--- config.mk ---
export PLATFORM = sky130hd
export DESIGN_NAME = control_pipe
export DESIGN_NICKNAME = d
export VERILOG_FILES = /design/src/rtl/control_pipe.sv
export SDC_FILE = /design/constraint.sdc
export NUM_CORES = 1
export LEC_CHECK = 0
export CAP_MARGIN = 10
export CORE_ASPECT_RATIO = 1.2
export CORE_MARGIN = 4
export CORE_UTILIZATION = 48
export DETAILED_ROUTE_END_ITERATION = 8
export PLACE_DENSITY_LB_ADDON = 0.25
export SKIP_CTS_REPAIR_TIMING = 1
export SYNTH_ARGS = -nofsm -noshare
export SYNTH_HDL_FRONTEND = slang
export SYNTH_SLANG_ARGS = --single-unit
--- constraint.sdc ---
create_clock -name clk -period 4.25 [get_ports clk]
set_input_delay 1.0625 -clock clk [delete_from_list [all_inputs] [get_ports clk]]
set_output_delay 1.0625 -clock clk [all_outputs]
set_load 0.02 [all_outputs]
--- src/rtl/control_pipe.sv ---
// RV32I(M) control unit: decodes in D and registers the bundle into E (hold/flush, 1-cycle latency).
// Multi-cycle MUL/DIV sequencing holds F/D/E via stall_req for LAT cycles, then pulses mdu_done.
module control_pipe #(
  parameter bit ENABLE_M = 1'b1,
  parameter int MUL_LAT  = 3,
  parameter int DIV_LAT  = 8,
  parameter int CNT_W    = 4
) (
  input  logic       clk,
  input  logic       rst,
  input  logic [6:0] opcodeD,
  input  logic [2:0] funct3D,
  input  logic [6:0] funct7D,
  input  logic       flagE,
  input  logic       stallE,
  input  logic       flushE,
  output logic [2:0] immsrcD,
  output logic       illegalD,
  output logic       regwriteE,
  output logic       memwriteE,
  output logic       alusrcE,
  output logic       jalrE,
  output logic [1:0] resultsrcE,
  output logic [2:0] aluopE,
  output logic       mdu_selE,
  output logic [2:0] mdu_opE,
  output logic       illegalE,
  output logic       pcsrcE,
  output logic       stall_req,
  output logic       mdu_done
);

  typedef struct packed {
    logic       regwrite;
    logic       memwrite;
    logic       alusrc;
    logic       jalr;
    logic       branch;
    logic       jump;
    logic [1:0] resultsrc;
    logic [2:0] aluop;
    logic       mdu_sel;
    logic [2:0] mdu_op;
    logic       illegal;
  } ctrl_t;

  typedef enum logic {IDLE = 1'b0, BUSY = 1'b1} state_t;

  localparam logic [CNT_W-1:0] MUL_CNT = CNT_W'(MUL_LAT - 1);
  localparam logic [CNT_W-1:0] DIV_CNT = CNT_W'(DIV_LAT - 1);

  ctrl_t            dec;
  ctrl_t            ctrl_d, ctrl_q;
  logic [2:0]       immsrc;
  logic             illegal;
  logic             is_m;
  state_t           state_d, state_q;
  logic [CNT_W-1:0] cnt_d, cnt_q;

  always_comb begin
    dec     = '0;
    immsrc  = 3'b000;
    illegal = 1'b0;
    is_m    = (funct7D == 7'b0000001);
    case (opcodeD)
      7'b0000011: begin
        dec.regwrite = 1'b1; dec.alusrc = 1'b1; dec.resultsrc = 2'b01; dec.aluop = 3'b010;
      end
      7'b0100011: begin
        immsrc = 3'b001; dec.memwrite = 1'b1; dec.alusrc = 1'b1; dec.aluop = 3'b011;
      end
      7'b0110011: begin
        if (is_m && !ENABLE_M) begin
          illegal = 1'b1;
        end else begin
          dec.regwrite = 1'b1;
          dec.mdu_sel  = is_m;
          dec.mdu_op   = is_m ? funct3D : 3'b000;
        end
      end
      7'b1100011: begin
        immsrc = 3'b010; dec.branch = 1'b1; dec.aluop = 3'b100;
      end
      7'b0010011: begin
        dec.regwrite = 1'b1; dec.alusrc = 1'b1; dec.aluop = 3'b001;
      end
      7'b1101111: begin
        immsrc = 3'b100; dec.regwrite = 1'b1; dec.jump = 1'b1;
        dec.resultsrc = 2'b10; dec.aluop = 3'b101;
      end
      7'b1100111: begin
        dec.regwrite = 1'b1; dec.alusrc = 1'b1; dec.jalr = 1'b1;
        dec.resultsrc = 2'b10; dec.aluop = 3'b101;
      end
      7'b0110111: begin
        immsrc = 3'b011; dec.regwrite = 1'b1; dec.alusrc = 1'b1; dec.aluop = 3'b110;
      end
      7'b0010111: begin
        immsrc = 3'b011; dec.regwrite = 1'b1; dec.alusrc = 1'b1;
        dec.resultsrc = 2'b11; dec.aluop = 3'b111;
      end
      default: illegal = 1'b1;
    endcase
    dec.illegal = illegal;
  end

  assign immsrcD  = immsrc;
  assign illegalD = illegal;

  // An MDU stall outranks the hazard unit's flush/hold so the M op can never be lost mid-flight.
  always_comb begin
    ctrl_d = ctrl_q;
    if (stall_req)   ctrl_d = ctrl_q;
    else if (flushE) ctrl_d = '0;
    else if (stallE) ctrl_d = ctrl_q;
    else             ctrl_d = dec;
  end

  always_ff @(posedge clk) begin
    if (rst) ctrl_q <= '0;
    else     ctrl_q <= ctrl_d;
  end

  assign regwriteE  = ctrl_q.regwrite;
  assign memwriteE  = ctrl_q.memwrite;
  assign alusrcE    = ctrl_q.alusrc;
  assign jalrE      = ctrl_q.jalr;
  assign resultsrcE = ctrl_q.resultsrc;
  assign aluopE     = ctrl_q.aluop;
  assign mdu_selE   = ctrl_q.mdu_sel;
  assign mdu_opE    = ctrl_q.mdu_op;
  assign illegalE   = ctrl_q.illegal;
  assign pcsrcE     = (ctrl_q.branch & flagE) | ctrl_q.jump | ctrl_q.jalr;

  always_ff @(posedge clk) begin
    if (rst) begin
      state_q <= IDLE;
      cnt_q   <= '0;
    end else begin
      state_q <= state_d;
      cnt_q   <= cnt_d;
    end
  end

  // The BUSY-exit cycle never restarts; a back-to-back M op is picked up in the following IDLE cycle.
  always_comb begin
    state_d = state_q;
    cnt_d   = cnt_q;
    case (state_q)
      IDLE: begin
        if (ctrl_q.mdu_sel) begin
          state_d = BUSY;
          cnt_d   = ctrl_q.mdu_op[2] ? DIV_CNT : MUL_CNT;
        end
      end
      BUSY: begin
        if (cnt_q != '0) cnt_d = cnt_q - CNT_W'(1);
        else             state_d = IDLE;
      end
      default: state_d = IDLE;
    endcase
  end

  always_comb begin
    stall_req = 1'b0;
    mdu_done  = 1'b0;
    case (state_q)
      IDLE: stall_req = ctrl_q.mdu_sel;
      BUSY: begin
        if (cnt_q != '0) stall_req = 1'b1;
        else             mdu_done  = 1'b1;
      end
      default: ;
    endcase
  end

endmodule

=== After elaboration in Yosys (flattened, before gate mapping) ===
Index checks and enable logic that the tools add are counted.

* Input bits: 22
* Register bits: 21

* Muxes and demuxes: 24
* Reductions and logical operators: 8
* Bitwise logic cells: 5
* Eq/ne operators: 13
* Add/sub/neg operators: 1

{| class="wikitable"
|+ Operators with widths
! kind !! count
|-
| $mux W16 || 2
|-
| $eq A7 B6 Y1 const B || 3
|-
| $eq A7 B7 Y1 const B || 3
|-
| $pmux W3 S7 || 1
|-
| $eq A7 B5 Y1 const B || 2
|-
| $mux W4 || 3
|-
| $pmux W3 S4 || 1
|-
| $mux W1 || 11
|-
| $reduce_or A9 Y1 || 1
|-
| $pmux W4 S2 || 1
|-
| $eq A7 B1 Y1 const B || 1
|-
| $eq A7 B2 Y1 const B || 1
|-
| $reduce_or A7 Y1 || 1
|-
| $mux W3 || 2
|-
| $pmux W2 S3 || 1
|-
| $reduce_or A6 Y1 || 1
|-
| $ne A2 B1 Y1 const B || 2
|-
| $pmux W1 S2 || 2
|-
| $reduce_and A2 Y1 || 2
|-
| $reduce_bool A4 Y1 || 1
|-
| $reduce_or A2 Y1 || 2
|-
| $sub A4 B1 Y4 const B || 1
|-
| $ne A2 B2 Y1 const B || 1
|-
| $not A1 Y1 || 2
|-
| other kinds (2) || 3
|}

=== Depth between registers and ports, before layout ===
* Depth in word-level cells: 5
* Depth in mapped cells: 8
* Gate-level depth less buffers: 6

=== Least setup slack after synthesis ===
OpenSTA, ideal clock, no wires.

* Path kind: in2out
* From: in opcodeD[2]
* To: out immsrcD[0]
* Cell stages on the path: 4
* Data arrival time: 2.799 ns
* Required time: 3.188 ns
* Setup slack: 0.388 ns
* Cell sequence: clkbuf_1 -> nor3b_1 -> inv_1 -> a2111oi_0

* Longest elaborated chain between the ends: 3

{| class="wikitable"
|+ RTL lines
! what !! line !! source
|-
| start, declared || 11 || <nowiki>input logic [6:0] opcodeD,</nowiki>
|-
| $eq A7 B5 Y1 or $eq A7 B6 Y1 (tied branches) || 65 || <nowiki>case (opcodeD)</nowiki>
|-
| $reduce_or A2 Y1 (no source line) || - ||
|-
| $pmux W3 S4 (*) || 65 ||
|-
| end, declared || 17 || <nowiki>output logic [2:0] immsrcD,</nowiki>
|}

Mark *: on every way between the ends. The rest lies on a longest branch, timed or not.

=== Worst setup path in the final report ===
* From: in opcodeD[4]
* To: out immsrcD[0]

Same word-level chain as after synthesis.

==> flow_summary.toml <==
[timing]
setup_viol = 0
fin_crit_ns = 4.07
fin_crit_sh_pct = 95.8
finalHoldViolCount = 0
rsz0062_at_grt = "false"
drv_slew = 0
finClkSkew_ns = 0.00513
worstMarginPinSlew_ns = 0.918
fmax_mhz = 246
fin_tns_setup_ns = 0
relSlewSlack_pct = 38.8

[synth]
async_flop_share_pct = 0
syn-cell-area_mm2 = 0.00121
yosysUniqueCellTypes = 48
ys_seq_area_share_pct = 34.8
syn_nets = 159
ys.flop_type = "dfxtp_1"
ys_seq_elements = 21
syn_inst = 135
yosysWarningCount = 0
avgSynthCellArea_um2 = 8.95
synth_edf_count = 0

[run_status]
status = "completed"

[floorplan]
fp.dieH_um = 63.0
die_area_mm2 = 0.00339
fp-row-count = 19
core_mm2 = 0.00235
initial_utilization_pct = 51.4
design.portCount = 43
die_w_um = 53.8

[route]
detail_route.first_pass.iterations = 4
ant_nets = 0
wl_per_cell_um = 14.5
drc = 0
drt_iter0_markers = 35
vias = 1149
wl_um = 2920
via_per_inst = 5.72

[grt]
grt_pass1_wl_um = 4700
first_global_vias = 1096
grt-ovfl-total = 0
grt_antenna_before_repair = 0
grtUsageTotal_pct = 18.0
grt_max_degree = 17

[hold_path]
worstHoldEndpoint = "aluopE[1]"
min-delay-start = "aluopE[1]"
hold_path_class = "reg -> reg"
hold_path_depth = 2

[flow_run]
max_cap_viol_count = 0

[final_layout]
utilization_pct = 69.2
area_delta_synth_final_pct = 34.7
final_cell_mix = "clkdlybuf4s50_1 (42), dfxtp_1 (21), nand2_1 (13)"
antenna_cells = 0
final_nets = 195
mostFrequentLayoutCell = "clkdlybuf4s50_1"
drive_gt1_share_pct = 10.0

[setup_path]
rr_worst_depth = 6
crit_type = "in -> out"
crit_slowest_cell = "clkdlybuf4s50_1"
r2r_end = "alusrcE"
path_cells = "clkdlybuf4s50_1, nor3b_1, inv_1, a2111oi_1, clkdlybuf4s50_1"
path_common_cell = "clkdlybuf4s50_1"
cp-end-kind = "primary output"
regToRegStartpoint = "cnt_q[0]"
r2r_slack_ns = 2.05
crit_start = "opcodeD[4]"
startpoint_type = "input pin"
cp.arrival_ns = 3.01
cpPeakStageDelay_ns = 0.67
required_ns = 3.19
crit_fanout = 7

[pwr]
power_density_mw_per_mm2 = 214
leakage_uw = 0.000570
ir_drop_mv = 0.165

[placement]
portBuffers = 42
gp_congestion = 0.864
dp.final_hpwl_um = 2340

[clock_network]
clk_path_buf_depth = 2
cts_tree = "yes"
cts_root_buffer = "clkbuf_4"
numCtsBuffers = 3
insertion_delay_ns = 0.30
htreeDepth = 1
cts.sinks = 21
cts.clk_slew.worst_paths_ns = 0.12
-- power by group --
group	internal, uW	switching, uW
registers	198	0.535
clock network	35.0	59.2
logic	31.0	24.9
total	264	84.6
-- cells in the mapped netlist (2+ instances only) --
master	n	area share (%)
or3_1	2	1.0
nand2_1	13	4.0
nor3_1	4	1.7
a211oi_1	2	1.2
nor4_1	2	1.0
a21o_1	2	1.2
o21ai_0	8	3.3
nor4b_1	2	1.4
clkbuf_1	5	1.6
buf_6	2	1.9
o31ai_1	2	1.2
inv_1	5	1.6
nand3b_1	8	5.0
o21bai_1	2	1.2
o41ai_1	2	1.4
ha_1	2	2.1
nand3_1	2	0.83
a21oi_1	4	1.7
nor2_1	7	2.2
a22o_1	3	2.2
dfxtp_1	21	35
buf_4	8	5.0
a31oi_1	2	1.0
-- cell type report --
| class | instances | area, um^2 |
|---|---|---|
| fill | 192 | 726 |
| multi-input combinational | 93 | 664 |
| timing repair buffer | 47 | 458 |
| sequential | 21 | 420 |
| tap | 31 | 38.8 |
| clock buffer | 3 | 22.5 |
| inverter | 5 | 18.8 |
| clock inverter | 1 | 5.00 |
-- metrics by stage --
step	instances	total power [uW]	setup slack, ns	hold slack, ns	area [um^2]
finish	201	348	0.178	0.456	1630
global route	201	363	0.0384	0.483	1630
CTS	201	351	0.145	0.460	1630
detailed placement	197	258	0.173	0.444	1600
global placement	197	258	0.254	0.432	1600
floorplan	135	226	0.388	0.423	1210
-- per-layer routing --
| metal | track usage (%) | vias to the layer above | wire length (um) |
|---|---|---|---|
| met5 | 0 | - | 0 |
| met4 | 7.35 | 0 | 32 |
| met3 | 3.10 | 6 | 118 |
| met2 | 31.1 | 33 | 1510 |
| met1 | 20.9 | 549 | 1260 |
| li1 | - | 561 | - |
-- registers in the layout, indices dropped and copies added (netlist names) --
signal and flops:
aluopE 3, alusrcE 1, cnt_q 4, ctrl_q 2, illegalE 1, jalrE 1
mdu_opE 3, mdu_selE 1, memwriteE 1, regwriteE 1, resultsrcE 2, state_q 1
-- how the worst max path moves through the flow --
stage / to / cells past startpoint
after floorplan: immsrcD[0] / 4
after global placement: immsrcD[0] / 5
after detailed placement: immsrcD[0] / 5
after CTS: immsrcD[0] / 5
after global routing: immsrcD[0] / 5
final: immsrcD[0] / 5
-- critical path: cells and delay by family --
family	cells	cell delay [ns]
simple gates	1	0.33
buf+inv	3	1.28
compound gates	1	0.34
-- kinds of logic after synthesis --
family / count (synthesis) / synth area share, %
and+or+nand+nor: 53 / 30.1
AOI/OAI and AO/OA: 37 / 21.9
xor gates and xnor gates: 1 / 0.725
buffers and inverters: 21 / 10.4
DFF: 21 / 34.8
adders and majority gates: 2 / 2.07
No activity file was read; power rests on OpenSTA's default activity.
